### src/rtl/mmio_pkg.sv
// Shared constants and types for the memory-mapped peripheral block:
// register offsets, control-bit positions and the UART frame state encoding.
package mmio_pkg;

    localparam logic [23:0] BASE_HI   = 24'h40_0000;

    localparam logic [7:0]  ADDR_TH   = 8'h00;
    localparam logic [7:0]  ADDR_TL   = 8'h04;
    localparam logic [7:0]  ADDR_TCON = 8'h08;
    localparam logic [7:0]  ADDR_LED  = 8'h0C;
    localparam logic [7:0]  ADDR_TXD  = 8'h18;
    localparam logic [7:0]  ADDR_RXD  = 8'h1C;
    localparam logic [7:0]  ADDR_UCON = 8'h20;

    localparam int TCON_RUN       = 0;
    localparam int TCON_TIRQ_EN   = 1;
    localparam int TCON_TIRQ_PEND = 2;

    localparam int UCON_RX_IRQ_EN = 0;
    localparam int UCON_TX_IRQ_EN = 1;
    localparam int UCON_RX_VALID  = 2;
    localparam int UCON_TX_DONE   = 3;
    localparam int UCON_TX_BUSY   = 4;
    localparam int UCON_OVERRUN   = 5;

    typedef enum logic [1:0] {
        IDLE  = 2'd0,
        START = 2'd1,
        DATA  = 2'd2,
        STOP  = 2'd3
    } uart_state_e;

    function automatic logic [31:0] zext8(input logic [7:0] v);
        return {24'h00_0000, v};
    endfunction

endpackage

### src/rtl/uart_rx.sv
// UART receiver: two-flop synchronizer, mid-bit sampling FSM, and a registered
// byte output with a one-cycle done pulse for frames that end in a valid stop bit.
module uart_rx
    import mmio_pkg::*;
#(
    parameter int DIV = 16
) (
    input  logic       clk,
    input  logic       reset,
    input  logic       rx_in,
    output logic [7:0] rx_byte,
    output logic       rx_done
);

    localparam int             CW        = $clog2(DIV + 1);
    localparam logic [CW-1:0]  DIV_LAST  = CW'(DIV - 1);
    localparam logic [CW-1:0]  HALF_LAST = CW'(DIV / 2 - 1);
    localparam logic [CW-1:0]  ONE       = CW'(1);
    localparam logic [CW-1:0]  ZERO      = CW'(0);

    logic        sync1_q, sync2_q, prev_q;
    uart_state_e state_q, state_d;
    logic [CW-1:0] div_q, div_d;
    logic [2:0]  bit_q, bit_d;
    logic [7:0]  shr_q, shr_d;
    logic [7:0]  byte_q, byte_d;
    logic        done_q, done_d;

    // Synchronizer; prev_q gives the falling-edge reference
    always_ff @(posedge clk or negedge reset) begin
        if (!reset) begin
            sync1_q <= 1'b1;
            sync2_q <= 1'b1;
            prev_q  <= 1'b1;
        end else begin
            sync1_q <= rx_in;
            sync2_q <= sync1_q;
            prev_q  <= sync2_q;
        end
    end

    // State and datapath registers
    always_ff @(posedge clk or negedge reset) begin
        if (!reset) begin
            state_q <= IDLE;
            div_q   <= ZERO;
            bit_q   <= 3'd0;
            shr_q   <= 8'h00;
            byte_q  <= 8'h00;
            done_q  <= 1'b0;
        end else begin
            state_q <= state_d;
            div_q   <= div_d;
            bit_q   <= bit_d;
            shr_q   <= shr_d;
            byte_q  <= byte_d;
            done_q  <= done_d;
        end
    end

    // Next state: start bit checked half a bit in, later bits one bit apart
    always_comb begin
        state_d = state_q;
        div_d   = div_q;
        bit_d   = bit_q;
        shr_d   = shr_q;
        case (state_q)
            IDLE: begin
                if (prev_q && !sync2_q) begin
                    state_d = START;
                    div_d   = ZERO;
                end else begin
                    state_d = IDLE;
                end
            end
            START: begin
                if (div_q == HALF_LAST) begin
                    div_d   = ZERO;
                    bit_d   = 3'd0;
                    state_d = sync2_q ? IDLE : DATA;
                end else begin
                    div_d = div_q + ONE;
                end
            end
            DATA: begin
                if (div_q == DIV_LAST) begin
                    div_d = ZERO;
                    shr_d = {sync2_q, shr_q[7:1]};
                    if (bit_q == 3'd7) begin
                        state_d = STOP;
                    end else begin
                        bit_d = bit_q + 3'd1;
                    end
                end else begin
                    div_d = div_q + ONE;
                end
            end
            STOP: begin
                if (div_q == DIV_LAST) begin
                    div_d   = ZERO;
                    state_d = IDLE;
                end else begin
                    div_d = div_q + ONE;
                end
            end
            default: state_d = IDLE;
        endcase
    end

    // Outputs: a bad stop bit discards the frame silently
    always_comb begin
        done_d = (state_q == STOP) && (div_q == DIV_LAST) && sync2_q;
        if (done_d) begin
            byte_d = shr_q;
        end else begin
            byte_d = byte_q;
        end
    end

    assign rx_byte = byte_q;
    assign rx_done = done_q;

endmodule

### src/rtl/mmio_peripherals.sv
// Peripheral slave at 0x4000_00xx: reloading timer, LED register and UART,
// with a combinational read mux and a level interrupt built from status flops.
module mmio_peripherals
    import mmio_pkg::*;
#(
    parameter int CLK_HZ = 50_000_000,
    parameter int BAUD   = 9600
) (
    input  logic        clk,
    input  logic        reset,
    input  logic        rd,
    input  logic        wr,
    input  logic [31:0] addr,
    input  logic [31:0] wdata,
    output logic [31:0] rdata,
    output logic [7:0]  led,
    output logic        uart_tx,
    input  logic        uart_rx,
    output logic        irq
);

    localparam int            DIV      = CLK_HZ / BAUD;
    localparam int            CW       = $clog2(DIV + 1);
    localparam logic [CW-1:0] DIV_LAST = CW'(DIV - 1);
    localparam logic [CW-1:0] ONE      = CW'(1);
    localparam logic [CW-1:0] ZERO     = CW'(0);

    logic        hit_s, unused_addr_s;
    logic [7:0]  off_s;
    logic        wr_th_s, wr_tl_s, wr_tcon_s, wr_led_s, wr_txd_s, wr_ucon_s;
    logic        rd_rxd_s, rd_ucon_s;

    logic [31:0] th_q, th_d, tl_q, tl_d;
    logic        run_q, run_d, ten_q, ten_d, tpend_q, tpend_d, tirq_set_s;
    logic [7:0]  led_q, led_d;
    logic        rx_irq_en_q, rx_irq_en_d, tx_irq_en_q, tx_irq_en_d;
    logic        rx_valid_q, rx_valid_d, overrun_q, overrun_d;
    logic        tx_done_q, tx_done_d, tx_done_set_s;
    logic [7:0]  rxd_q, rxd_d, rx_byte_s;
    logic        rx_done_s;

    uart_state_e   tx_state_q, tx_state_d;
    logic [CW-1:0] tx_div_q, tx_div_d;
    logic [2:0]    tx_bit_q, tx_bit_d;
    logic [7:0]    tx_shr_q, tx_shr_d;
    logic          uart_tx_q, uart_tx_d;

    assign hit_s         = (addr[31:8] == BASE_HI);
    assign off_s         = {addr[7:2], 2'b00};
    assign unused_addr_s = ^addr[1:0];
    assign wr_th_s       = wr && hit_s && (off_s == ADDR_TH);
    assign wr_tl_s       = wr && hit_s && (off_s == ADDR_TL);
    assign wr_tcon_s     = wr && hit_s && (off_s == ADDR_TCON);
    assign wr_led_s      = wr && hit_s && (off_s == ADDR_LED);
    assign wr_txd_s      = wr && hit_s && (off_s == ADDR_TXD);
    assign wr_ucon_s     = wr && hit_s && (off_s == ADDR_UCON);
    assign rd_rxd_s      = rd && hit_s && (off_s == ADDR_RXD);
    assign rd_ucon_s     = rd && hit_s && (off_s == ADDR_UCON);

    uart_rx #(.DIV(DIV)) u_rx (
        .clk     (clk),
        .reset   (reset),
        .rx_in   (uart_rx),
        .rx_byte (rx_byte_s),
        .rx_done (rx_done_s)
    );

    // Timer: CPU write to TL beats the count; a hardware pend set beats a clear
    always_comb begin
        th_d       = wr_th_s ? wdata : th_q;
        tirq_set_s = run_q && ten_q && (tl_q == 32'hFFFF_FFFF);
        if (wr_tl_s) begin
            tl_d = wdata;
        end else if (run_q) begin
            tl_d = (tl_q == 32'hFFFF_FFFF) ? th_q : tl_q + 32'd1;
        end else begin
            tl_d = tl_q;
        end
        if (wr_tcon_s) begin
            run_d   = wdata[TCON_RUN];
            ten_d   = wdata[TCON_TIRQ_EN];
            tpend_d = tirq_set_s || (tpend_q && wdata[TCON_TIRQ_PEND]);
        end else begin
            run_d   = run_q;
            ten_d   = ten_q;
            tpend_d = tirq_set_s || tpend_q;
        end
    end

    // LED, UART control and status flags; hardware sets beat read-clears
    always_comb begin
        led_d       = wr_led_s  ? wdata[7:0] : led_q;
        rx_irq_en_d = wr_ucon_s ? wdata[UCON_RX_IRQ_EN] : rx_irq_en_q;
        tx_irq_en_d = wr_ucon_s ? wdata[UCON_TX_IRQ_EN] : tx_irq_en_q;
        rx_valid_d  = rx_done_s || (rx_valid_q && !rd_rxd_s);
        overrun_d   = (rx_done_s && rx_valid_q) || (overrun_q && !rd_rxd_s);
        rxd_d       = rx_done_s ? rx_byte_s : rxd_q;
        tx_done_d   = tx_done_set_s || (tx_done_q && !rd_ucon_s);
    end

    // TX FSM next state; writes outside IDLE are dropped
    always_comb begin
        tx_state_d = tx_state_q;
        tx_div_d   = tx_div_q;
        tx_bit_d   = tx_bit_q;
        tx_shr_d   = tx_shr_q;
        case (tx_state_q)
            IDLE: begin
                if (wr_txd_s) begin
                    tx_state_d = START;
                    tx_div_d   = ZERO;
                    tx_shr_d   = wdata[7:0];
                end else begin
                    tx_state_d = IDLE;
                end
            end
            START: begin
                if (tx_div_q == DIV_LAST) begin
                    tx_div_d   = ZERO;
                    tx_bit_d   = 3'd0;
                    tx_state_d = DATA;
                end else begin
                    tx_div_d = tx_div_q + ONE;
                end
            end
            DATA: begin
                if (tx_div_q == DIV_LAST) begin
                    tx_div_d = ZERO;
                    tx_shr_d = {1'b0, tx_shr_q[7:1]};
                    if (tx_bit_q == 3'd7) begin
                        tx_state_d = STOP;
                    end else begin
                        tx_bit_d = tx_bit_q + 3'd1;
                    end
                end else begin
                    tx_div_d = tx_div_q + ONE;
                end
            end
            STOP: begin
                if (tx_div_q == DIV_LAST) begin
                    tx_div_d   = ZERO;
                    tx_state_d = IDLE;
                end else begin
                    tx_div_d = tx_div_q + ONE;
                end
            end
            default: tx_state_d = IDLE;
        endcase
    end

    // TX outputs: line level follows the state being entered
    always_comb begin
        tx_done_set_s = (tx_state_q == STOP) && (tx_div_q == DIV_LAST);
        case (tx_state_d)
            START:   uart_tx_d = 1'b0;
            DATA:    uart_tx_d = tx_shr_d[0];
            default: uart_tx_d = 1'b1;
        endcase
    end

    // Register file and TX state
    always_ff @(posedge clk or negedge reset) begin
        if (!reset) begin
            th_q        <= 32'h0000_0000;
            tl_q        <= 32'h0000_0000;
            run_q       <= 1'b0;
            ten_q       <= 1'b0;
            tpend_q     <= 1'b0;
            led_q       <= 8'h00;
            rx_irq_en_q <= 1'b0;
            tx_irq_en_q <= 1'b0;
            rx_valid_q  <= 1'b0;
            overrun_q   <= 1'b0;
            tx_done_q   <= 1'b0;
            rxd_q       <= 8'h00;
            tx_state_q  <= IDLE;
            tx_div_q    <= ZERO;
            tx_bit_q    <= 3'd0;
            tx_shr_q    <= 8'h00;
            uart_tx_q   <= 1'b1;
        end else begin
            th_q        <= th_d;
            tl_q        <= tl_d;
            run_q       <= run_d;
            ten_q       <= ten_d;
            tpend_q     <= tpend_d;
            led_q       <= led_d;
            rx_irq_en_q <= rx_irq_en_d;
            tx_irq_en_q <= tx_irq_en_d;
            rx_valid_q  <= rx_valid_d;
            overrun_q   <= overrun_d;
            tx_done_q   <= tx_done_d;
            rxd_q       <= rxd_d;
            tx_state_q  <= tx_state_d;
            tx_div_q    <= tx_div_d;
            tx_bit_q    <= tx_bit_d;
            tx_shr_q    <= tx_shr_d;
            uart_tx_q   <= uart_tx_d;
        end
    end

    // Read mux: shows pre-write state when rd and wr coincide
    always_comb begin
        rdata = 32'h0000_0000;
        if (rd && hit_s) begin
            case (off_s)
                ADDR_TH:   rdata = th_q;
                ADDR_TL:   rdata = tl_q;
                ADDR_TCON: rdata = {29'h0, tpend_q, ten_q, run_q};
                ADDR_LED:  rdata = zext8(led_q);
                ADDR_RXD:  rdata = zext8(rxd_q);
                ADDR_UCON: rdata = {26'h0, overrun_q, (tx_state_q != IDLE),
                                    tx_done_q, rx_valid_q, tx_irq_en_q, rx_irq_en_q};
                default:   rdata = 32'h0000_0000;
            endcase
        end else begin
            rdata = 32'h0000_0000;
        end
    end

    assign led     = led_q;
    assign uart_tx = uart_tx_q;
    assign irq     = (ten_q && tpend_q) || (rx_irq_en_q && rx_valid_q) ||
                     (tx_irq_en_q && tx_done_q);

endmodule
### config.mk
export PLATFORM = sky130hd
export DESIGN_NAME = mmio_peripherals
export DESIGN_NICKNAME = d
export VERILOG_FILES = /design/src/rtl/mmio_pkg.sv /design/src/rtl/uart_rx.sv /design/src/rtl/mmio_peripherals.sv
export SDC_FILE = /design/constraint.sdc
export NUM_CORES = 1
export LEC_CHECK = 0
export BUFFER_PORTS_ARGS = -buffer_cell sky130_fd_sc_hd__buf_4
export CORE_UTILIZATION = 30
export DETAILED_ROUTE_END_ITERATION = 6
export PLACE_DENSITY = 0.58
export SYNTH_ARGS = -nofsm -noshare
export SYNTH_HDL_FRONTEND = slang
export SYNTH_SLANG_ARGS = --single-unit
### constraint.sdc
create_clock -name clk -period 6.2 [get_ports clk]
set_clock_uncertainty 0.2 [all_clocks]
set_input_delay 0.31 -clock clk [delete_from_list [all_inputs] [get_ports clk]]
set_output_delay 0.31 -clock clk [all_outputs]
set_load 0.1 [all_outputs]
After elaboration in Yosys (flattened, before gate mapping)
Index checks and enable logic that the tools add are counted.
- logic and storage cells: 150
- input bits: 69
- register bits: 153
- equality and inequality tests: 31
- reduce and logical (&&, ||, !) cells: 49
- $add $sub $neg: 5
- multiplexer cells: 38
- operators with widths (cell ; number):
    case mux 32 bit (6 select lines) ; 1
    2-to-1 mux 32 bit ; 4
    2-to-1 mux 13 bit ; 5
    case mux 13 bit (3 select lines) ; 1
    adder 32 x 1 -> 32 bit (second input constant) ; 1
    == test 32 bit (second input constant) ; 1
    adder 13 x 1 -> 13 bit (second input constant) ; 2
    == test 13 bit (second input constant) ; 2
    case mux 13 bit (2 select lines) ; 1
    == test 24 x 23 -> 1 bit (second input constant) ; 1
    logical AND 1 bit ; 24
    2-to-1 mux 2 bit ; 9
    2-to-1 mux 3 bit ; 6
    2-to-1 mux 8 bit ; 2
    case mux 2 bit (4 select lines) ; 2
    case mux 8 bit (2 select lines) ; 1
    == test 13 x 12 -> 1 bit (second input constant) ; 1
    == test 6 x 2 -> 1 bit (second input constant) ; 2
    == test 6 x 3 -> 1 bit (second input constant) ; 2
    case mux 3 bit (2 select lines) ; 2
    AND reduction 4 bit ; 3
    == test 2 bit (second input constant) ; 5
    inequality test 2 x 1 -> 1 bit (second input constant) ; 5
    inequality test 2 bit (second input constant) ; 5
    16 further kinds ; 35

Logic depth before layout (Yosys ltp)
Gate-level depths: netlist of run 1.
- depth after elaboration: 7
- depth in mapped cells: 8

Cells and area by module
Synthesis of run 1 repeated with hierarchy kept, for this count alone.
- cells, all modules: 825
- area total of the unflattened synthesis: 8598.2 um^2
- modules (own cells, without submodules) (module ; cells an instance ; times used ; area each (um^2)):
    mmio_peripherals ; 678 ; 1 ; 6784.0
    uart_rx ; 147 ; 1 ; 1814.2

Worst setup path after synthesis of run 1
Ideal clock, no wire load.
- path type: input -> output
- start point: input addr[5]
- end point: output rdata[3]
- path buffers: 3
- arrival: 3.251 ns
- path slack: 2.439 ns
- required time: 5.690 ns
- stages: 7
- path through: or4_1 -> clkbuf_1 -> nor3_1 -> buf_2 -> clkbuf_1 -> nand2_1 -> a31oi_1
- longest elaborated chain between the ends: 3
- ends and longest elaborated chain (element ; line ; text):
    start, declared ; mmio_peripherals.sv:13 ; input logic [31:0] addr,
    == test 6 x 4 -> 1 bit, or another cell as far along ; mmio_peripherals.sv:206 ; case (off_s)
    case mux 32 bit (6 select lines) (*) ; mmio_peripherals.sv:206 ;
    2-to-1 mux 32 bit (*) ; mmio_peripherals.sv:205 ; if (rd && hit_s) begin
    end, declared ; mmio_peripherals.sv:15 ; output logic [31:0] rdata,
Every way passes the cells marked *; elsewhere a longest branch is shown, timed or not.

Worst setup path in the final report of run 1
- start point: input addr[2]
- end point: output rdata[4]
The elaborated chain is that of the path after synthesis.

==> impl_metrics.tcl, run 1 <==
set metrics [dict create \
    setup_viol 0 \
    gp_congestion 0.839 \
    synth_edf_count 0 \
    globalRouteOverflowTotal 0 \
    cts_buffers 17 \
    synthToLayoutAreaGrowth_pct 24.3 \
    yosysTopAreaCellShare_pct 43.4 \
    num_antenna_cells 0 \
    grt_pass1_vias 7162 \
    start_kind "primary input" \
    ir_worst_vdd_mv 0.165 \
    whs_ps 109 \
    p_per_area_nw_per_um2 208 \
    critical_path.max_fanout 29 \
    avgSynthCellArea_um2 10.1 \
    clk_pin_slew_ps 60 \
    fin_crit_sh_pct 53.8 \
    cts_max_level 4 \
    r2r_slack_ps 3170 \
    clk_latency_ps 430 \
    start_util_pct 30.7 \
    synth_cell_type_count 72 \
    cts_resized 0 \
    cellLeakagePower_nw 4.70 \
    path_class "primary input to output port" \
    antenna_found_initial 0 \
    coreArea_um2 27900 \
    outcome "complete, no violations" \
    syn-num-nets 925 \
    track_usage_pct 17.3 \
    num_rows 61 \
    hp-start "addr[6]" \
    drt_iter0_drc 491 \
    endpoint_kind "output port" \
    die_h_um 171 \
    netlist_top_cells_area "dfrtp_1 (43%), mux2_2 (9.1%), mux2i_1 (3.4%)" \
    wl_per_cell_um 17.9 \
    yosysMostFrequentCell "dfrtp_1" \
    syn-cell-area_um2 8580 \
    worst_pin_slew_ps 1250 \
    ys.flop_type "dfrtp_1" \
    cts.path.max_buffers 2 \
    yosysWarnings 0 \
    syn-instance-count 849 \
    rsz0062_at_grt "false" \
    startpoint "addr[2]" \
    cts_tree "done" \
    dieArea_um2 29300 \
    yosys-top-cells-count "dfrtp_1 (149), mux2_2 (69), nand2_1 (65), nor2_1 (63), o21ai_0 (55)" \
    tns_ps 0 \
    worst_r2r_startpoint "tl_q[0]" \
    wl_um 24300 \
    maxSlewHeadroom_pct 15.3 \
    num_vias 7363 \
    drive_gt1_share_pct 25.7 \
    grt_max_degree 85 \
    firstDrtPassIters 5 \
    yosysSeqAreaShare_pct 44.7 \
    viasPerCell 5.41 \
    hpwl_um 16800 \
    drv_cap 0 \
    arrival_ps 2830 \
    fin_crit_ps 3340 \
    cts.sink_count 153 \
    route.detailed.drc 0 \
    synth-seq-cells 153 \
    fmax_ghz 0.300 \
    final_hold_viol_count 0 \
    grt_pass1_wl_um 39400 \
    io_buffers 108 \
    yosysTopAreaCell "dfrtp_1" \
    die_x_um 171 \
    min_path_type "primary input to flip-flop" \
    nets 1047 \
    io_pins 111 \
    synthArstFlopShare_pct 100 \
    cts_root_buf "clkbuf_16" \
    slew_viol_final 0 \
    crit_required_ps 5690 \
    ant_nets 0 \
]
[area by class of cell]
type / count / area (um^2)
clock buffers: 20 / 457
flip-flops and latches: 153 / 3830
repair buffers: 152 / 1230
clock inverters: 12 / 116
inverters: 11 / 41.3
well taps: 378 / 473
fillers: 2801 / 17300
multi-input cells: 636 / 4520
[power by group]
part | switching [W] | internal (W)
logic | 0.0000978 | 0.0000762
registers | 0.0000172 | 0.00101
clock network | 0.000442 | 0.000577
total | 0.000557 | 0.00166
[final timing paths]
path / cells after the start / to
max: 7 / rdata[4]
min: 3 / tx_irq_en_q
max reg2reg: 7 / tl_q[23]
min reg2reg: 0 / u_rx.sync2_q
max in group asynchronous: 3 / rxd_q[7]
min in group asynchronous: 2 / tx_div_q[10]
[what timing repair did]
item / in CTS / in global routing
endpoints found under the setup margin: 0 / 0
endpoints found under the hold margin: 167 / 0
hold buffers: 34 / 0
buffers inserted: 0 / 0
[through the flow]
| stage | instance area, um^2 | util [%] | std cells | setup slack (ps) | power, W |
|---|---|---|---|---|---|
| finish | 10700 | 38.2 | 1362 | 2860 | 0.00222 |
| global route | 10700 | 38.2 | 1362 | 2790 | 0.00231 |
| CTS | 10700 | 38.2 | 1362 | 2900 | 0.00225 |
| detailed placement | 9760 | 34.9 | 1296 | 2520 | 0.00120 |
| global placement | 9760 | 34.9 | 1296 | 2560 | 0.00120 |
| floorplan | 8580 | - | 849 | 2440 | 0.00112 |
[per-layer routing]
| layer | global-route usage [%] | up-vias | wire, um |
|---|---|---|---|
| li1 | - | 3463 | - |
| met1 | 23.5 | 3710 | 11600 |
| met2 | 28.4 | 167 | 11600 |
| met3 | 2.96 | 23 | 866 |
| met4 | 4.35 | 0 | 264 |
| met5 | 0 | - | 0 |
[placed cells by master (no fill, tap or decap), types with 29 or more instances in the layout]
master / count
a22oi_1: 37
buf_4: 117
mux2i_1: 29
mux2_2: 69
nand3_1: 32
dfrtp_1: 149
o21ai_0: 55
dlygate4sd3_1: 34
nor2_1: 63
nand2_1: 65
[state kept, by name, indices dropped and copies added (netlist names), 2 cells and up, named ones only]
register      cells
rxd_q             8
tl_q             32
tx_div_q         13
u_rx.rx_byte      8
tx_shr_q          8
u_rx.div_q       13
th_q             32
led               8
tx_bit_q          3
u_rx.bit_q        3
tx_state_q        2
u_rx.shr_q        8
[kinds of logic (layout without fill, tap and decap cells)]
logic type / after synthesis / in the layout / synth area share, %
muxes: 101 / 101 / 13.2
xor gates and xnor gates: 11 / 11 / 1.12
AOI/OAI and AO/OA: 205 / 205 / 16.5
adders and majority gates: 7 / 7 / 1.02
and+or+nand+nor: 312 / 312 / 20.4
DFF: 153 / 153 / 44.7
buffers and inverters: 60 / 195 / 3.08
[worst max-delay path, stage by stage]
cell     delay [ps]
buf_4           170
or4b_2          700
nor3_2          570
o31ai_4          70
buf_4           270
a31oi_1         360
buf_4           370
No activity file was read; power rests on OpenSTA's default activity.
==> inputs of run 2 (changes only) <==
--- a/config.mk
+++ b/config.mk
@@ -8,7 +8,7 @@
 export BUFFER_PORTS_ARGS = -buffer_cell sky130_fd_sc_hd__buf_4
 export CORE_UTILIZATION = 30
 export DETAILED_ROUTE_END_ITERATION = 6
-export PLACE_DENSITY = 0.58
+export PLACE_DENSITY = 0.6
 export SYNTH_ARGS = -nofsm -noshare
 export SYNTH_HDL_FRONTEND = slang
 export SYNTH_SLANG_ARGS = --single-unit
==> constraint.sdc (replaced) <==
create_clock -name clk -period 2.9 [get_ports clk]
set_clock_uncertainty 0.2 [all_clocks]
set_input_delay 0.145 -clock clk [delete_from_list [all_inputs] [get_ports clk]]
set_output_delay 0.145 -clock clk [all_outputs]
set_load 0.1 [all_outputs]
==> run 2 against run 1 <==
Against the previous run: flip-flop and latch count unchanged; register-to-register slack worse by 2900 ps; final cell count grew 2.2%; first-iteration DRC count fell by 12%; total power grew 120%; setup slack got worse by 2600 ps; global-route usage grew 0.14 points; utilization up 1.3 points; clock-buffer cell count down 3; critical path depth unchanged.
==> impl_metrics.tcl, run 2 (synthesis results as in run 1) <==
set metrics [dict create \
    outcome "complete, no violations" \
    antenna_found_initial 0 \
    path_cells "ha_1, or4bb_1, o41ai_1, and2_1, buf_4, o21ai_0, a21o_1" \
    coreArea_um2 27900 \
    path_class "flip-flop to flip-flop" \
    drt_iter0_drc 430 \
    min_path_type "primary input to asynchronous set/reset pin" \
    rsz0062_at_grt "false" \
    cts_tree "done" \
    final_cell_mix "dfrtp_1 (149), buf_4 (139), mux2_2 (69), nand2_1 (65), o21ai_0 (55)" \
    ant_nets 0 \
    fmax_ghz 0.378 \
    clk_latency_ps 440 \
    die_x_um 171 \
    die_h_um 171 \
    final_common_cell "dfrtp_1" \
    cts.path.max_buffers 2 \
    dieArea_um2 29300 \
    crit_required_ps 3030 \
    globalRouteOverflowTotal 0 \
    track_usage_pct 17.4 \
    crit_family "compound AO/OA/AOI/OAI gates" \
    stdcell_count 1392 \
    ir_worst_vdd_mv 0.342 \
    critical_path.max_fanout 15 \
    reg.largest.list "th_q x32, tl_q x32" \
    route.detailed.drc 0 \
    io_buffers 108 \
    num_rows 61 \
    cts.sink_count 153 \
    maxSlewHeadroom_pct 41.3 \
    slew_viol_final 0 \
    gp_congestion 0.869 \
    grt_pass1_wl_um 39500 \
    viasPerCell 5.35 \
    slowest_stage "or4bb_1" \
    num_antenna_cells 0 \
    wl_um 24400 \
    finish.utilization_pct 39.5 \
    clk_pin_slew_ps 70 \
    grt_pass1_vias 7382 \
    setup_viol 0 \
    nets 1077 \
    fin_crit_ps 2640 \
    cellLeakagePower_nw 4.89 \
    grt_max_degree 56 \
    synthToLayoutAreaGrowth_pct 28.5 \
    p_per_area_nw_per_um2 433 \
    fillCellCount 2785 \
    cts_root_buf "clkbuf_16" \
    num_vias 7449 \
    hpwl_um 17600 \
    worst_pin_slew_ps 880 \
    fin_crit_sh_pct 91.2 \
    dp_cells 1324 \
    start_kind "flip-flop" \
    io_pins 111 \
    firstDrtPassIters 5 \
    arrival_ps 2770 \
    critPathBufInv 1 \
    wl_per_cell_um 17.5 \
    final_hold_viol_count 0 \
    cts_max_level 4 \
    drive_gt1_share_pct 29.4 \
    endpoint_kind "flip-flop" \
    start_util_pct 30.7 \
    drv_cap 0 \
    cpPeakStageDelay_ps 440 \
    cts_buffers 17 \
]
run 2: changes by cell type in the layout (fill, tap and decap cells not counted), sizes merged:
| cell | previous run | this run |
|---|---|---|
| bufinv | 1 | 0 |
| buf | 118 | 146 |
| inv | 14 | 22 |
| clkbuf | 20 | 17 |
| clkinvlp | 5 | 1 |
| dlygate4sd3 | 34 | 36 |
run 2: area by class of cell:
type                       instances  area [um^2]  area share, %
clock inverter                    15          150           1.36
sequential                       153         3830           34.8
tap                              378          473           4.29
inverter                          11         41.3          0.374
timing repair buffer             182         1540           13.9
clock buffer                      17          425           3.86
multi-input combinational        636         4570           41.5
run 2: final timing paths:
check,slack [ps],to,start,depth (start not counted)
setup / recovery,260,u_rx.div_q[9],u_rx.div_q[0],7
hold / removal,40,tx_div_q[7],reset,2
setup reg to reg,260,u_rx.div_q[9],u_rx.div_q[0],7
hold reg to reg,160,u_rx.sync2_q,u_rx.sync1_q,0
max in group asynchronous,1590,th_q[21],reset,3
min in group clk,60,tx_done_q,addr[6],5
run 2: report_power, final:
group | internal (W) | switching (W)
Sequential | 0.00216 | 0.0000359
Combinational | 0.000182 | 0.000211
Clock | 0.00115 | 0.00104
run 2: per-layer routing:
| layer | up-vias | track usage, % | wire length [um] | part of all wire [%] |
|---|---|---|---|---|
| met5 | - | 0 | 0 | 0 |
| met4 | 0 | 4.97 | 356 | 1.5 |
| met2 | 185 | 29.2 | 11800 | 49 |
| met1 | 3712 | 22.9 | 11200 | 46 |
| met3 | 24 | 3.01 | 982 | 4.0 |
| li1 | 3528 | - | - | - |
run 2: stage by stage:
step	power, W	TNS, ps	hold slack (ps)	setup WS (ps)	cell area [um^2]
2_1_floorplan	0.00240	-6220	-351	-443	8640
3_3_place_gp	0.00259	0	-56.7	299	10100
3_5_place_dp	0.00259	0	-57.9	259	10100
4_1_cts	0.00484	0	41.4	246	11000
5_1_grt	0.00496	0	73.4	11.7	11000
6_report	0.00478	0	42.2	255	11000
run 2: timing repair:
item,4_1_cts,5_1_grt
resized for setup,0,0
buffers inserted,0,0
hold buffers,36,0
endpoints found under the hold margin,207,0
==> inputs of run 3 (changes only) <==
--- a/config.mk
+++ b/config.mk
@@ -6,7 +6,10 @@
 export NUM_CORES = 1
 export LEC_CHECK = 0
 export BUFFER_PORTS_ARGS = -buffer_cell sky130_fd_sc_hd__buf_4
+export CAP_MARGIN = 0
+export CORE_MARGIN = 2
 export CORE_UTILIZATION = 30
+export CTS_BUF_LIST = sky130_fd_sc_hd__clkbuf_8
 export DETAILED_ROUTE_END_ITERATION = 6
 export PLACE_DENSITY = 0.6
 export SYNTH_ARGS = -nofsm -noshare
==> run 3 against run 2 <==
Against the previous run: routed wire length hardly changed; sequential share of layout area is 0.45 points higher; critical endpoint is now rdata[7]; first-iteration DRC count is 6.0% higher; combinational power is 3% higher; worst hold slack worse by 2.7 ps; die area is 2.4% higher; critical path type is now primary input to output port; global-route usage is 0.87 points lower; via count is 0.77% lower; cell area is 1.3% lower; final cell count is 0.79% higher; critical path depth is 1 higher; setup slack better by 8.6 ps; largest cell class unchanged.
==> impl_metrics.tcl, run 3 (synthesis results as in run 1) <==
set metrics [dict create \
    r2r_slack_ps 340 \
    die_x_um 173 \
    path_class "primary input to output port" \
    r2r_cells 7 \
    clk_pin_slew_ps 90 \
    num_vias 7392 \
    p_per_area_nw_per_um2 386 \
    worst_pin_slew_ps 763 \
    outcome "complete, no violations" \
    antenna_found_initial 0 \
    dieArea_um2 30000 \
    route.detailed.drc 0 \
    critical_path.max_fanout 11 \
    worst_path_most_repeated_cell "buf_4" \
    hpwl_um 17700 \
    critPathBufInv 4 \
    firstDrtPassIters 5 \
    worst_r2r_startpoint "tl_q[1]" \
    cellLeakagePower_nw 4.84 \
    num_antenna_cells 0 \
    nets 1088 \
    crit_family "buffers and inverters" \
    final_cell_mix "buf_4 (152), dfrtp_1 (149), mux2_2 (69), nand2_1 (65), o21ai_0 (55)" \
    path_cells "buf_4, or4b_2, nor3_2, buf_4, o31ai_4, buf_4, a21oi_1, buf_4" \
    wl_per_cell_um 17.4 \
    grt_max_degree 80 \
    reg.largest.list "th_q x32, tl_q x32" \
    maxSlewHeadroom_pct 49.1 \
    ir_worst_vdd_mv 0.256 \
    start_util_pct 30.6 \
    fin_crit_ps 2640 \
    cts.sink_count 153 \
    whs_endpoint "tx_done_q" \
    grt_pass1_vias 7387 \
    cts.path.max_buffers 2 \
    start_kind "primary input" \
    whs_path_depth 4 \
    setup_viol 0 \
    track_usage_pct 16.5 \
    min_path_type "primary input to flip-flop" \
    cpPeakStageDelay_ps 700 \
    slowest_stage "or4b_2" \
    final_common_cell "buf_4" \
    die_h_um 173 \
    crit_required_ps 2560 \
    drt_iter0_drc 456 \
    finish.utilization_pct 38.9 \
    reg2reg_to "tl_q[25]" \
    io_buffers 108 \
    whs_ps 39.5 \
    clk_latency_ps 460 \
    viasPerCell 5.27 \
    fmax_ghz 0.379 \
    num_rows 61 \
    wl_um 24400 \
    gp_congestion 0.854 \
    arrival_ps 2290 \
    fin_crit_sh_pct 90.9 \
    cts_resized 0 \
    synthToLayoutAreaGrowth_pct 26.9 \
    io_pins 111 \
    hp-start "rd" \
    slew_viol_final 0 \
    grt_pass1_wl_um 40200 \
    globalRouteOverflowTotal 0 \
    drv_cap 0 \
    cts_root_buf "clkbuf_8" \
    endpoint_kind "output port" \
    final_hold_viol_count 0 \
    rsz0062_at_grt "false" \
    coreArea_um2 28000 \
    drive_gt1_share_pct 30.0 \
    cts_max_level 4 \
    ant_nets 0 \
    cts_tree "done" \
    cts_buffers 17 \
]
==> run 3: changes by cell type in the layout (fill, tap and decap cells not counted), sizes merged <==
| cell | before | now |
|---|---|---|
| inv | 22 | 15 |
| buf | 146 | 156 |
| clkinvlp | 1 | 4 |
| clkinv | 3 | 5 |
| clkbuf | 17 | 18 |
| dlygate4sd3 | 36 | 37 |
| bufinv | 0 | 1 |
==> run 3: routing by layer <==
layer  track usage (%)  routed length, um  up-vias
met1              22.4              11300     3636
met3              3.45               1060       30
met4              3.85                331        0
li1                  -                  -     3545
met2              27.2              11700      181
met5                 0                  0        -
==> run 3: through the flow <==
stage	setup slack, ps	setup TNS (ps)	area, um^2	std cells	total power (W)
after floorplan	-443	-6220	8640	849	0.00240
after global routing	133	0	10900	1403	0.00441
after CTS	103	0	10900	1402	0.00426
after global placement	325	0	10100	1333	0.00260
after detailed placement	312	0	10100	1333	0.00261
final	264	0	10900	1403	0.00420
==> run 3: cell type report <==
type	count	area (um^2)
clock buffers	18	248
multi-input cells	636	4570
inverters	11	41.3
clock inverters	14	140
well taps	378	473
fillers	2771	17100
repair buffers	193	1580
flip-flops and latches	153	3830
==> run 3: worst max-delay path by stage <==
| stage | startpoint | end | slack [ps] | cells after the start |
|---|---|---|---|---|
| floorplan | addr[2] | rdata[21] | -440 | 6 |
| global placement | addr[5] | rdata[7] | 330 | 7 |
| detailed placement | addr[4] | rdata[26] | 310 | 8 |
| CTS | addr[6] | rdata[26] | 100 | 8 |
| global route | addr[27] | rdata[7] | 130 | 8 |
| finish | addr[2] | rdata[7] | 260 | 8 |
==> run 3: tightest hold or removal path: stages <==
cell,delay [ps]
buf_4,120
and3_1,210
nand2_1,80
a32o_1,110
==> run 3: timing repair <==
action,4_1_cts,5_1_grt
setup endpoints to repair,0,6
hold endpoints to repair,163,0
hold buffers,37,0
buffers inserted,0,1
==> run 3: where the power goes <==
group	internal, W	switching (W)	total (W)
Sequential	0.00216	0.0000363	0.00219
Clock	0.000720	0.000886	0.00161
Combinational	0.000193	0.000212	0.000405
Total	0.00307	0.00113	0.00420
